<file path="src/rtl/raster_pkg.sv">
// Shared types and constants for the triangle raster front end and the
// barycentric stage that consumes its pixel bundle.
package raster_pkg;

  localparam int unsigned XWIDTH     = 16;
  localparam int unsigned YWIDTH     = 16;
  localparam int unsigned FRAC       = 14;
  localparam int unsigned AINV_WIDTH = 16;
  localparam int unsigned HRES       = 320;
  localparam int unsigned VRES       = 180;
  localparam int unsigned HWIDTH     = $clog2(HRES);
  localparam int unsigned VWIDTH     = $clog2(VRES);

  typedef enum logic [1:0] {
    IDLE  = 2'd0,
    SETUP = 2'd1,
    SCAN  = 2'd2
  } scan_state_t;

  typedef struct packed {
    logic [HWIDTH-1:0]          hcount;
    logic [VWIDTH-1:0]          vcount;
    logic [XWIDTH-1:0]          x;
    logic [YWIDTH-1:0]          y;
    logic [2:0][XWIDTH-1:0]     x_tri;
    logic [2:0][YWIDTH-1:0]     y_tri;
    logic [AINV_WIDTH-1:0]      iarea;
    logic                       last;
  } pix_bundle_t;

  typedef struct packed {
    logic [2:0][XWIDTH-1:0]     x_tri;
    logic [2:0][YWIDTH-1:0]     y_tri;
    logic [AINV_WIDTH-1:0]      iarea;
    logic [HWIDTH-1:0]          hmin;
    logic [HWIDTH-1:0]          hmax;
    logic [VWIDTH-1:0]          vmin;
    logic [VWIDTH-1:0]          vmax;
    logic [XWIDTH-1:0]          x_start;
    logic [YWIDTH-1:0]          y_start;
    logic [XWIDTH-1:0]          x_step;
    logic [YWIDTH-1:0]          y_step;
  } tri_desc_t;

endpackage

</file>
<file path="src/rtl/tri_raster_scanner_if.sv">
// Triangle descriptor handshake in, pixel bundle handshake out.
interface tri_raster_scanner_if;
  import raster_pkg::*;

  logic                       tri_valid_in;
  logic                       tri_ready_out;
  logic [2:0][XWIDTH-1:0]     x_tri_in;
  logic [2:0][YWIDTH-1:0]     y_tri_in;
  logic [AINV_WIDTH-1:0]      iarea_in;
  logic [HWIDTH-1:0]          hmin_in;
  logic [HWIDTH-1:0]          hmax_in;
  logic [VWIDTH-1:0]          vmin_in;
  logic [VWIDTH-1:0]          vmax_in;
  logic [XWIDTH-1:0]          x_start_in;
  logic [YWIDTH-1:0]          y_start_in;
  logic [XWIDTH-1:0]          x_step_in;
  logic [YWIDTH-1:0]          y_step_in;
  logic                       pix_ready_in;
  logic                       pix_valid_out;
  logic [HWIDTH-1:0]          hcount_out;
  logic [VWIDTH-1:0]          vcount_out;
  logic [XWIDTH-1:0]          x_out;
  logic [YWIDTH-1:0]          y_out;
  logic [2:0][XWIDTH-1:0]     x_tri_out;
  logic [2:0][YWIDTH-1:0]     y_tri_out;
  logic [AINV_WIDTH-1:0]      iarea_out;
  logic                       last_out;
  logic                       busy_out;

  modport slave (
    input  tri_valid_in, x_tri_in, y_tri_in, iarea_in, hmin_in, hmax_in,
           vmin_in, vmax_in, x_start_in, y_start_in, x_step_in, y_step_in,
           pix_ready_in,
    output tri_ready_out, pix_valid_out, hcount_out, vcount_out, x_out, y_out,
           x_tri_out, y_tri_out, iarea_out, last_out, busy_out
  );

  modport master (
    output tri_valid_in, x_tri_in, y_tri_in, iarea_in, hmin_in, hmax_in,
           vmin_in, vmax_in, x_start_in, y_start_in, x_step_in, y_step_in,
           pix_ready_in,
    input  tri_ready_out, pix_valid_out, hcount_out, vcount_out, x_out, y_out,
           x_tri_out, y_tri_out, iarea_out, last_out, busy_out
  );

endinterface

</file>
<file path="src/rtl/raster_axis_counter.sv">
// One scan axis: pixel index plus fixed-point sample accumulator, with
// load / step / restart-to-start controls and an end-of-axis flag.
module raster_axis_counter #(
  parameter int unsigned IW = 9,
  parameter int unsigned AW = 16
) (
  input  logic          clk,
  input  logic          rst,
  input  logic          load,
  input  logic          step,
  input  logic          restart,
  input  logic [IW-1:0] min_val,
  input  logic [IW-1:0] max_val,
  input  logic [AW-1:0] start_val,
  input  logic [AW-1:0] step_val,
  output logic [IW-1:0] index,
  output logic [AW-1:0] acc,
  output logic          at_max,
  output logic          at_max_nxt_c
);

  logic [IW-1:0] min_q, max_q, index_nxt, max_nxt;
  logic [AW-1:0] base_q, acc_nxt;

  // Accumulation wraps modulo 2^AW; the step is added as-is.
  always_comb begin
    index_nxt = index;
    acc_nxt   = acc;
    max_nxt   = max_q;
    if (load) begin
      index_nxt = min_val;
      acc_nxt   = start_val;
      max_nxt   = max_val;
    end else if (restart) begin
      index_nxt = min_q;
      acc_nxt   = base_q;
    end else if (step) begin
      index_nxt = IW'(index + IW'(1));
      acc_nxt   = AW'(acc + step_val);
    end
    at_max_nxt_c = (index_nxt == max_nxt);
  end

  always_ff @(posedge clk) begin
    if (rst) begin
      index  <= '0;
      acc    <= '0;
      at_max <= 1'b0;
      min_q  <= '0;
      max_q  <= '0;
      base_q <= '0;
    end else begin
      index  <= index_nxt;
      acc    <= acc_nxt;
      at_max <= at_max_nxt_c;
      if (load) begin
        min_q  <= min_val;
        max_q  <= max_val;
        base_q <= start_val;
      end
    end
  end

endmodule

</file>
<file path="src/rtl/tri_raster_scanner.sv">
// Walks a triangle's clamped pixel bounding box row-major, one pixel per
// accepted cycle, carrying the latched triangle data alongside.
module tri_raster_scanner
  import raster_pkg::*;
(
  input  logic                 clk_in,
  input  logic                 rst_in,
  tri_raster_scanner_if.slave  bus
);

  scan_state_t        state, state_nxt;
  tri_desc_t          desc;
  pix_bundle_t        pix;
  logic               accept, cnt_load, col_step, col_restart, row_step, empty;
  logic [HWIDTH-1:0]  hmax_c, hcount;
  logic [VWIDTH-1:0]  vmax_c, vcount;
  logic [XWIDTH-1:0]  x_acc;
  logic [YWIDTH-1:0]  y_acc;
  logic               col_at_max, row_at_max, col_at_max_nxt, row_at_max_nxt;
  logic               tri_ready_q, busy_q, pix_valid_q, last_q;

  // Box clamped to the screen; an empty box never enters SCAN.
  always_comb begin
    hmax_c = (desc.hmax > HWIDTH'(HRES - 1)) ? HWIDTH'(HRES - 1) : desc.hmax;
    vmax_c = (desc.vmax > VWIDTH'(VRES - 1)) ? VWIDTH'(VRES - 1) : desc.vmax;
    empty  = (desc.hmin > hmax_c) || (desc.vmin > vmax_c) ||
             (desc.hmin >= HWIDTH'(HRES)) || (desc.vmin >= VWIDTH'(VRES));
  end

  always_comb begin
    state_nxt   = state;
    accept      = 1'b0;
    cnt_load    = 1'b0;
    col_step    = 1'b0;
    col_restart = 1'b0;
    row_step    = 1'b0;
    unique case (state)
      IDLE: begin
        if (bus.tri_valid_in && tri_ready_q) begin
          accept    = 1'b1;
          state_nxt = SETUP;
        end
      end
      SETUP: begin
        if (empty) begin
          state_nxt = IDLE;
        end else begin
          cnt_load  = 1'b1;
          state_nxt = SCAN;
        end
      end
      SCAN: begin
        if (pix_valid_q && bus.pix_ready_in) begin
          if (col_at_max && row_at_max) begin
            state_nxt = IDLE;
          end else if (col_at_max) begin
            col_restart = 1'b1;
            row_step    = 1'b1;
          end else begin
            col_step = 1'b1;
          end
        end
      end
      default: state_nxt = IDLE;
    endcase
  end

  always_ff @(posedge clk_in) begin
    if (rst_in) begin
      state       <= IDLE;
      tri_ready_q <= 1'b1;
      busy_q      <= 1'b0;
      pix_valid_q <= 1'b0;
      last_q      <= 1'b0;
    end else begin
      state       <= state_nxt;
      tri_ready_q <= (state_nxt == IDLE);
      busy_q      <= (state_nxt != IDLE);
      pix_valid_q <= (state_nxt == SCAN);
      last_q      <= (state_nxt == SCAN) && col_at_max_nxt && row_at_max_nxt;
    end
  end

  always_ff @(posedge clk_in) begin
    if (rst_in) begin
      desc <= '0;
    end else if (accept) begin
      desc.x_tri   <= bus.x_tri_in;
      desc.y_tri   <= bus.y_tri_in;
      desc.iarea   <= bus.iarea_in;
      desc.hmin    <= bus.hmin_in;
      desc.hmax    <= bus.hmax_in;
      desc.vmin    <= bus.vmin_in;
      desc.vmax    <= bus.vmax_in;
      desc.x_start <= bus.x_start_in;
      desc.y_start <= bus.y_start_in;
      desc.x_step  <= bus.x_step_in;
      desc.y_step  <= bus.y_step_in;
    end
  end

  raster_axis_counter #(.IW(HWIDTH), .AW(XWIDTH)) u_col (
    .clk          (clk_in),
    .rst          (rst_in),
    .load         (cnt_load),
    .step         (col_step),
    .restart      (col_restart),
    .min_val      (desc.hmin),
    .max_val      (hmax_c),
    .start_val    (desc.x_start),
    .step_val     (desc.x_step),
    .index        (hcount),
    .acc          (x_acc),
    .at_max       (col_at_max),
    .at_max_nxt_c (col_at_max_nxt)
  );

  raster_axis_counter #(.IW(VWIDTH), .AW(YWIDTH)) u_row (
    .clk          (clk_in),
    .rst          (rst_in),
    .load         (cnt_load),
    .step         (row_step),
    .restart      (1'b0),
    .min_val      (desc.vmin),
    .max_val      (vmax_c),
    .start_val    (desc.y_start),
    .step_val     (desc.y_step),
    .index        (vcount),
    .acc          (y_acc),
    .at_max       (row_at_max),
    .at_max_nxt_c (row_at_max_nxt)
  );

  always_comb begin
    pix.hcount = hcount;
    pix.vcount = vcount;
    pix.x      = x_acc;
    pix.y      = y_acc;
    pix.x_tri  = desc.x_tri;
    pix.y_tri  = desc.y_tri;
    pix.iarea  = desc.iarea;
    pix.last   = last_q;
  end

  assign bus.tri_ready_out = tri_ready_q;
  assign bus.busy_out      = busy_q;
  assign bus.pix_valid_out = pix_valid_q;
  assign bus.hcount_out    = pix.hcount;
  assign bus.vcount_out    = pix.vcount;
  assign bus.x_out         = pix.x;
  assign bus.y_out         = pix.y;
  assign bus.x_tri_out     = pix.x_tri;
  assign bus.y_tri_out     = pix.y_tri;
  assign bus.iarea_out     = pix.iarea;
  assign bus.last_out      = pix.last;

endmodule

</file>
<file path="src/flat_wrapper.sv">
// flat-port wrapper written by rule: the top's interface ports become plain ports
module tri_raster_scanner_flat import raster_pkg::*;
  (clk_in, rst_in, bus_tri_valid_in, bus_x_tri_in, bus_y_tri_in, bus_iarea_in, bus_hmin_in, bus_hmax_in, bus_vmin_in, bus_vmax_in, bus_x_start_in, bus_y_start_in, bus_x_step_in, bus_y_step_in, bus_pix_ready_in, bus_tri_ready_out, bus_pix_valid_out, bus_hcount_out, bus_vcount_out, bus_x_out, bus_y_out, bus_x_tri_out, bus_y_tri_out, bus_iarea_out, bus_last_out, bus_busy_out);
  tri_raster_scanner_if bus_i ();
  input  logic clk_in;
  input  logic rst_in;
  input wire logic [$bits(bus_i.tri_valid_in)-1:0] bus_tri_valid_in;
  input wire logic [$bits(bus_i.x_tri_in)-1:0] bus_x_tri_in;
  input wire logic [$bits(bus_i.y_tri_in)-1:0] bus_y_tri_in;
  input wire logic [$bits(bus_i.iarea_in)-1:0] bus_iarea_in;
  input wire logic [$bits(bus_i.hmin_in)-1:0] bus_hmin_in;
  input wire logic [$bits(bus_i.hmax_in)-1:0] bus_hmax_in;
  input wire logic [$bits(bus_i.vmin_in)-1:0] bus_vmin_in;
  input wire logic [$bits(bus_i.vmax_in)-1:0] bus_vmax_in;
  input wire logic [$bits(bus_i.x_start_in)-1:0] bus_x_start_in;
  input wire logic [$bits(bus_i.y_start_in)-1:0] bus_y_start_in;
  input wire logic [$bits(bus_i.x_step_in)-1:0] bus_x_step_in;
  input wire logic [$bits(bus_i.y_step_in)-1:0] bus_y_step_in;
  input wire logic [$bits(bus_i.pix_ready_in)-1:0] bus_pix_ready_in;
  output wire logic [$bits(bus_i.tri_ready_out)-1:0] bus_tri_ready_out;
  output wire logic [$bits(bus_i.pix_valid_out)-1:0] bus_pix_valid_out;
  output wire logic [$bits(bus_i.hcount_out)-1:0] bus_hcount_out;
  output wire logic [$bits(bus_i.vcount_out)-1:0] bus_vcount_out;
  output wire logic [$bits(bus_i.x_out)-1:0] bus_x_out;
  output wire logic [$bits(bus_i.y_out)-1:0] bus_y_out;
  output wire logic [$bits(bus_i.x_tri_out)-1:0] bus_x_tri_out;
  output wire logic [$bits(bus_i.y_tri_out)-1:0] bus_y_tri_out;
  output wire logic [$bits(bus_i.iarea_out)-1:0] bus_iarea_out;
  output wire logic [$bits(bus_i.last_out)-1:0] bus_last_out;
  output wire logic [$bits(bus_i.busy_out)-1:0] bus_busy_out;
  assign bus_i.tri_valid_in = bus_tri_valid_in;
  assign bus_i.x_tri_in = bus_x_tri_in;
  assign bus_i.y_tri_in = bus_y_tri_in;
  assign bus_i.iarea_in = bus_iarea_in;
  assign bus_i.hmin_in = bus_hmin_in;
  assign bus_i.hmax_in = bus_hmax_in;
  assign bus_i.vmin_in = bus_vmin_in;
  assign bus_i.vmax_in = bus_vmax_in;
  assign bus_i.x_start_in = bus_x_start_in;
  assign bus_i.y_start_in = bus_y_start_in;
  assign bus_i.x_step_in = bus_x_step_in;
  assign bus_i.y_step_in = bus_y_step_in;
  assign bus_i.pix_ready_in = bus_pix_ready_in;
  assign bus_tri_ready_out = bus_i.tri_ready_out;
  assign bus_pix_valid_out = bus_i.pix_valid_out;
  assign bus_hcount_out = bus_i.hcount_out;
  assign bus_vcount_out = bus_i.vcount_out;
  assign bus_x_out = bus_i.x_out;
  assign bus_y_out = bus_i.y_out;
  assign bus_x_tri_out = bus_i.x_tri_out;
  assign bus_y_tri_out = bus_i.y_tri_out;
  assign bus_iarea_out = bus_i.iarea_out;
  assign bus_last_out = bus_i.last_out;
  assign bus_busy_out = bus_i.busy_out;
  tri_raster_scanner u_core (.clk_in(clk_in), .rst_in(rst_in), .bus(bus_i));
endmodule
</file>
<file path="config.mk">
export PLATFORM = sky130hd
export DESIGN_NAME = tri_raster_scanner_flat
export DESIGN_NICKNAME = d
export VERILOG_FILES = /design/src/rtl/raster_pkg.sv /design/src/rtl/tri_raster_scanner_if.sv /design/src/rtl/raster_axis_counter.sv /design/src/rtl/tri_raster_scanner.sv /design/src/flat_wrapper.sv
export SDC_FILE = /design/constraint.sdc
export NUM_CORES = 1
export LEC_CHECK = 0
export BUFFER_PORTS_ARGS = -buffer_cell sky130_fd_sc_hd__buf_2
export CAP_MARGIN = 20
export CELL_PAD_IN_SITES_DETAIL_PLACEMENT = 0
export CELL_PAD_IN_SITES_GLOBAL_PLACEMENT = 2
export CORE_UTILIZATION = 32
export CTS_BUF_LIST = sky130_fd_sc_hd__clkbuf_4 sky130_fd_sc_hd__clkbuf_8 sky130_fd_sc_hd__clkbuf_16
export CTS_CLUSTER_DIAMETER = 100
export DETAILED_ROUTE_END_ITERATION = 8
export PLACE_DENSITY = 0.93
export SYNTH_ARGS = -nofsm -noshare
export SYNTH_HDL_FRONTEND = slang
export SYNTH_SLANG_ARGS = --single-unit
</file>
<file path="constraint.sdc">
create_clock -name clk_in -period 9 [get_ports clk_in]
set_clock_uncertainty 0.1 [all_clocks]
set_input_delay 1.35 -clock clk_in [delete_from_list [all_inputs] [get_ports clk_in]]
set_output_delay 1.35 -clock clk_in [all_outputs]
set_load 0.03 [all_outputs]
</file>
* After elaboration in Yosys (flattened, before gate mapping)
Index checks and enable logic that the tools add are counted.
Operators by class: add/subtract/negate cells 4, order comparisons 6, equality and inequality tests 5, muxes and demuxes 31, reductions and logical operators 13
Operators by type and width (number):
- $mux W16 | 5
- $mux W9 | 5
- $add A16 B16 Y16 | 2
- $mux W8 | 4
- $mux W1 | 12
- $add A9 B1 Y9 const B | 1
- $eq A9 B9 Y1 | 1
- $ge A9 B9 Y1 const B | 1
- $gt A9 B9 Y1 | 1
- $gt A9 B9 Y1 const B | 1
- $add A8 B1 Y8 const B | 1
- $eq A8 B8 Y1 | 1
- $ge A8 B8 Y1 const B | 1
- $gt A8 B8 Y1 | 1
- $gt A8 B8 Y1 const B | 1
- $mux W2 | 4
- $pmux W2 S3 | 1
- $logic_and A1 B1 Y1 | 5
- $eq A2 B2 Y1 const B | 2
- $logic_not A2 Y1 | 2
- $reduce_bool A2 Y1 | 2
- $logic_or A1 B1 Y1 | 3
- $reduce_bool A3 Y1 | 1
- $eq A2 B1 Y1 const B | 1
Storage, ports and cells: bits in registers 309, input bits 214, output and inout port bits 165, word-level logic and storage cells 89

* Longest topological paths before layout
word-level depth 12, gate-level depth with buffers 16, mapped depth without buffers 13

* By module
From an unflattened synthesis, not the netlist that was laid out.
Unflattened totals: cell total of the unflattened synthesis 2025, area total of the unflattened synthesis 15989.1 um^2
By module, submodules not included:
- tri_raster_scanner | instances 1, cells each 1132, area an instance 8720.9 um^2, seq. area each 4324.1 um^2
- raster_axis_counter at u_core.u_col | instances 1, cells each 460, area an instance 3727.3 um^2, seq. area each 1201.2 um^2
- raster_axis_counter at u_core.u_row | instances 1, cells each 433, area an instance 3540.9 um^2, seq. area each 1141.1 um^2

* Worst setup path before layout
No wires, ideal clock.
kind input to register, start in bus_pix_ready_in, end reg u_core.u_row.at_max, library setup time 0.112 ns, arrival time 3.171 ns, required time 8.788 ns, path slack 5.617 ns, stages 9, path buffers 1, path through nand4b_4 -> buf_6 -> nor4_1 -> xnor2_1 -> xor2_1 -> o211ai_1 -> a2111oi_4 -> a22oi_2 -> a2111oi_1
On the way: cells in the longest elaborated chain, start to end 6
Ends and longest elaborated chain:
- start: declaration | RTL line flat_wrapper.sv:19 | input wire logic [$bits(bus_i.pix_ready_in)-1:0] bus_pix_ready_in;
- $logic_and A1 B1 Y1 | RTL line tri_raster_scanner.sv:53 | if (pix_valid_q && bus.pix_ready_in) begin
- $mux W1 | RTL line tri_raster_scanner.sv:53
- $mux W1 | RTL line tri_raster_scanner.sv:37 | unique case (state)
- $mux W8 | RTL line raster_axis_counter.sv:37 | end else if (step) begin
- $mux W8 | RTL line raster_axis_counter.sv:30 | if (load) begin
- $eq A8 B8 Y1 | RTL line raster_axis_counter.sv:41 | at_max_nxt_c = (index_nxt == max_nxt);
- end signal: assignment | RTL line raster_axis_counter.sv:55 | at_max <= at_max_nxt_c;
- end: declaration | RTL line raster_axis_counter.sv:18 | output logic at_max,
No other way between the ends. A chain may end at the register's enable or synchronous reset.

* Final worst setup path
start reg u_core.desc[66] in the netlist's numbering, end reg u_core.u_col.index[2]
On the way: cells in the longest elaborated chain, start to end 9
Ends and longest elaborated chain:
- start: declaration | RTL line tri_raster_scanner.sv:12 | tri_desc_t desc;
- $gt A8 B8 Y1 | RTL line tri_raster_scanner.sv:25 | vmax_c = (desc.vmax > VWIDTH'(VRES - 1)) ? VWIDTH'(VRES - 1) : desc.vmax;
- $mux W8 * | RTL line tri_raster_scanner.sv:25
- $gt A8 B8 Y1 * | RTL line tri_raster_scanner.sv:26 | empty = (desc.hmin > hmax_c) || (desc.vmin > vmax_c) ||
- $logic_or A1 B1 Y1 * (2 in a row) | RTL line tri_raster_scanner.sv:26
- $logic_or A1 B1 Y1 * | RTL line tri_raster_scanner.sv:27 | (desc.hmin >= HWIDTH'(HRES)) || (desc.vmin >= VWIDTH'(VRES));
- $mux W1 * | RTL line tri_raster_scanner.sv:45 | if (empty) begin
- $mux W1 * | RTL line tri_raster_scanner.sv:37
- $mux W9 * | RTL line raster_axis_counter.sv:30
- end signal: assignment | RTL line raster_axis_counter.sv:53 | index <= index_nxt;
- end: declaration | RTL line raster_axis_counter.sv:16 | output logic [IW-1:0] index,
Mark *: on every way between the ends. The rest lies on a longest branch, timed or not.

==> results.cfg <==
[route]
via_per_inst = 4.88
drtAntennaViolNets = 0
drt_first_pass_iters = 5
post_drt_wl_per_cell_um = 16.6
drt_iter0_drc = 671
drc_errors = 0
drt-total-wl_um = 44500
vias = 13062

[power_and_ir_drop]
internal_power_uw = 3060
power_uw = 4730
pwr-share-comb_pct = 28.3
p_sw_share_pct = 35.4
peakVddDrop_uv = 146
p_sw_uw = 1680
cellLeakagePower_uw = 0.00755
p_seq_share_pct = 36.8
p_per_area_mw_per_mm2 = 272
clkPwrFrac_pct = 35.0

[critical_path]
start_kind = flip-flop
crit_buf_inv = 2
cp-end-kind = flip-flop
critPathArrivalTime_ns = 4.69
cp_slowest_cell = and2_2
slowest_delay_ns = 0.77
cp_top_family = simple AND/OR/NAND/NOR gates
crit_type = flip-flop to flip-flop
cp_cell_sequence = o211a_1, o21ai_1, nand2b_1, inv_1, ha_1, nor2b_1, o211ai_1, a211oi_1, nor3_1, and2_2, buf_4, nand2_1, a21boi_0, nor2_1
critPathMaxFanout = 40
cp.required_ns = 9.37

[cells_and_area]
instances_no_fill = 2679
layout_commonest_cell = nand2_1
seq_area_mm2 = 0.00619
final_cell_mix = 532 x nand2_1, 377 x buf_2, 309 x dfxtp_1
multiInputGateArea_mm2 = 0.00704
nNetsFinal = 2318
finalCoreUtilization_pct = 39.0
fillers = 4647
syn_to_final_growth_pct = 19.4
drive_gt1_share_pct = 22.9

[placement]
gp_congestion = 0.837
port_buffers = 378
dp.cells = 2606
place_hpwl_um = 31400

[timing]
fin_crit_ns = 4.32
setup_tns_ns = 0
tightest_slew_ns = 1.00
final_max_slew_viol_count = 0
hold_ws_ns = 0.348
slew_headroom_pct = 33.3
fmax_mhz = 231
period_share_pct = 48.1
setup_viol = 0
rsz0062_at_grt = no
hold_violations = 0

[clock_tree]
cts-resized-gates = 0
cts_tree = built
h-tree-depth = 2
cts_root_buf = clkbuf_16
clk_pin_slew_ns = 0.06
clock_sinks = 309
cts_setup_buffers = 0
cts-buffers-inserted = 37
clock_path_buffers = 3
cts_hold_buf = 0
clk_latency_ns = 0.54

[floorplan]
die_w_um = 216
initial_core_util_pct = 32.7
core_mm2 = 0.0446
dieHeight_um = 216
die_area_mm2 = 0.0464
ios = 379
num_rows = 77

[yosys]
synth_cells = 1853
synth.distinct_cells = 74
synth.avg_cell_area_um2 = 7.87
synth_nets = 2118
mappedNetlistArea_mm2 = 0.0146
synth_seq_cells = 309
yosysWarnings = 0
async_flop_share_pct = 0
synth_edf_count = 0
yosysSeqAreaShare_pct = 42.4
ys.flop_type = dfxtp_1

[outcome]
status = complete, no violations

[global_routing]
grt_overflow = 0
grt_max_degree = 150
grt_usage_pct = 18.8
grt_pass1_wl_um = 69900
grt_pass1_vias = 12929
antenna_found_initial = 10

[min_path]
hp-class = flip-flop to flip-flop

[job]
max_cap_viol_count = 0
synth_stat cells (all sizes together), types with 2 or more instances:
library cell,number,share of area [%]
nand3b,2,0.10
a2111oi,5,0.57
ha,49,4.2
clkbuf,100,2.6
o21a,14,0.72
a21o,12,0.62
o31ai,5,0.26
o2111ai,2,0.12
nor2,72,1.9
o22ai,3,0.13
o221ai,6,0.36
nand4,9,0.39
a311oi,4,0.24
nor4,6,0.26
xnor2,31,1.9
nor2b,4,0.17
o211ai,22,1.1
buf,127,6.4
a211o,8,0.48
a211oi,26,1.3
a31oi,6,0.26
and3,8,0.34
a32oi,3,0.18
a22oi,12,0.65
o311ai,2,0.12
inv,24,0.62
fa,2,0.27
a21oi,295,10
and2,4,0.17
nor3,20,0.79
or2,4,0.17
a221oi,6,0.36
nand4b,4,0.34
nand3,18,0.62
nand2b,12,0.51
o211a,2,0.14
o21ai,22,0.78
dfxtp,309,42
o41ai,2,0.17
or4,3,0.15
nand2,534,14
xor2,31,1.9
o21bai,2,0.10
or3,4,0.21
final timing paths:
| check | from | end | slack, ns | cells past startpoint |
|---|---|---|---|---|
| max reg2reg | u_core.desc[66] | u_core.u_col.index[2] | 4.68 | 14 |
| min reg2reg | u_core.bus.y_tri_out[7] | u_core.bus.y_tri_out[7] | 0.35 | 2 |
| min | u_core.bus.y_tri_out[7] | u_core.bus.y_tri_out[7] | 0.35 | 2 |
| max | u_core.desc[66] | u_core.u_col.index[2] | 4.68 | 14 |
power by group through the flow:
stage               Clock (µW)  Sequential (µW)  Combinational [µW]
finish                    1650             1740                1340
global route              1760             1770                1490
CTS                       1700             1740                1350
detailed placement           0             1770                1350
global placement             0             1760                1330
floorplan                    0             1760                1040
tightest hold or removal path, stage by stage, from the launching register on:
cell and delay, ns:
dfxtp_1 0.30, nand2_1 0.05, a21oi_1 0.05
per-layer routing:
layer,track usage (%),share of wire (%)
met1,23.0,43
met2,31.5,47
met4,6.55,2.8
met3,5.17,7.0
met5,0,0.092
state kept, by name (all words and copies together), names as in the netlist, 9 cells and up:
name / flops
u_core.u_col.max_q: 9
u_core.u_col.min_q: 9
u_core.bus.y_tri_out: 48
u_core.bus.x_tri_out: 48
u_core.u_row.acc: 16
u_core.desc: 98
u_core.u_col.index: 9
u_core.u_col.base_q: 16
u_core.u_col.acc: 16
u_core.bus.iarea_out: 16
through the flow:
stage	setup slack (ns)	area, µm²
6_report	4.68	17400
2_1_floorplan	5.62	14600
3_3_place_gp	4.72	16000
4_1_cts	4.64	17400
5_1_grt	4.26	17400
3_5_place_dp	4.67	16000
logic make-up (layout without fill, tap and decap cells):
group	count (synthesis)	after routing	share of synthesized area [%]
mux	1	1	0.0686
flops	309	309	42.4
xor+xnor	63	63	3.89
simple gates	711	711	20.3
buf+inv	251	479	9.55
fa+ha+maj	51	51	4.48
compound gates	467	467	19.3
other cells	0	6	0
area by class of cell:
| type | instances | share of cell area, % |
|---|---|---|
| flip-flops and latches | 309 | 35.5 |
| clock inverters | 9 | 0.999 |
| repair buffers | 388 | 11.4 |
| clock buffers | 58 | 6.86 |
| diodes | 6 | 0.0862 |
| well taps | 592 | 4.25 |
| multi-input cells | 1293 | 40.4 |
| inverters | 24 | 0.517 |
Note: power is estimated with default switching activity, not from simulation.
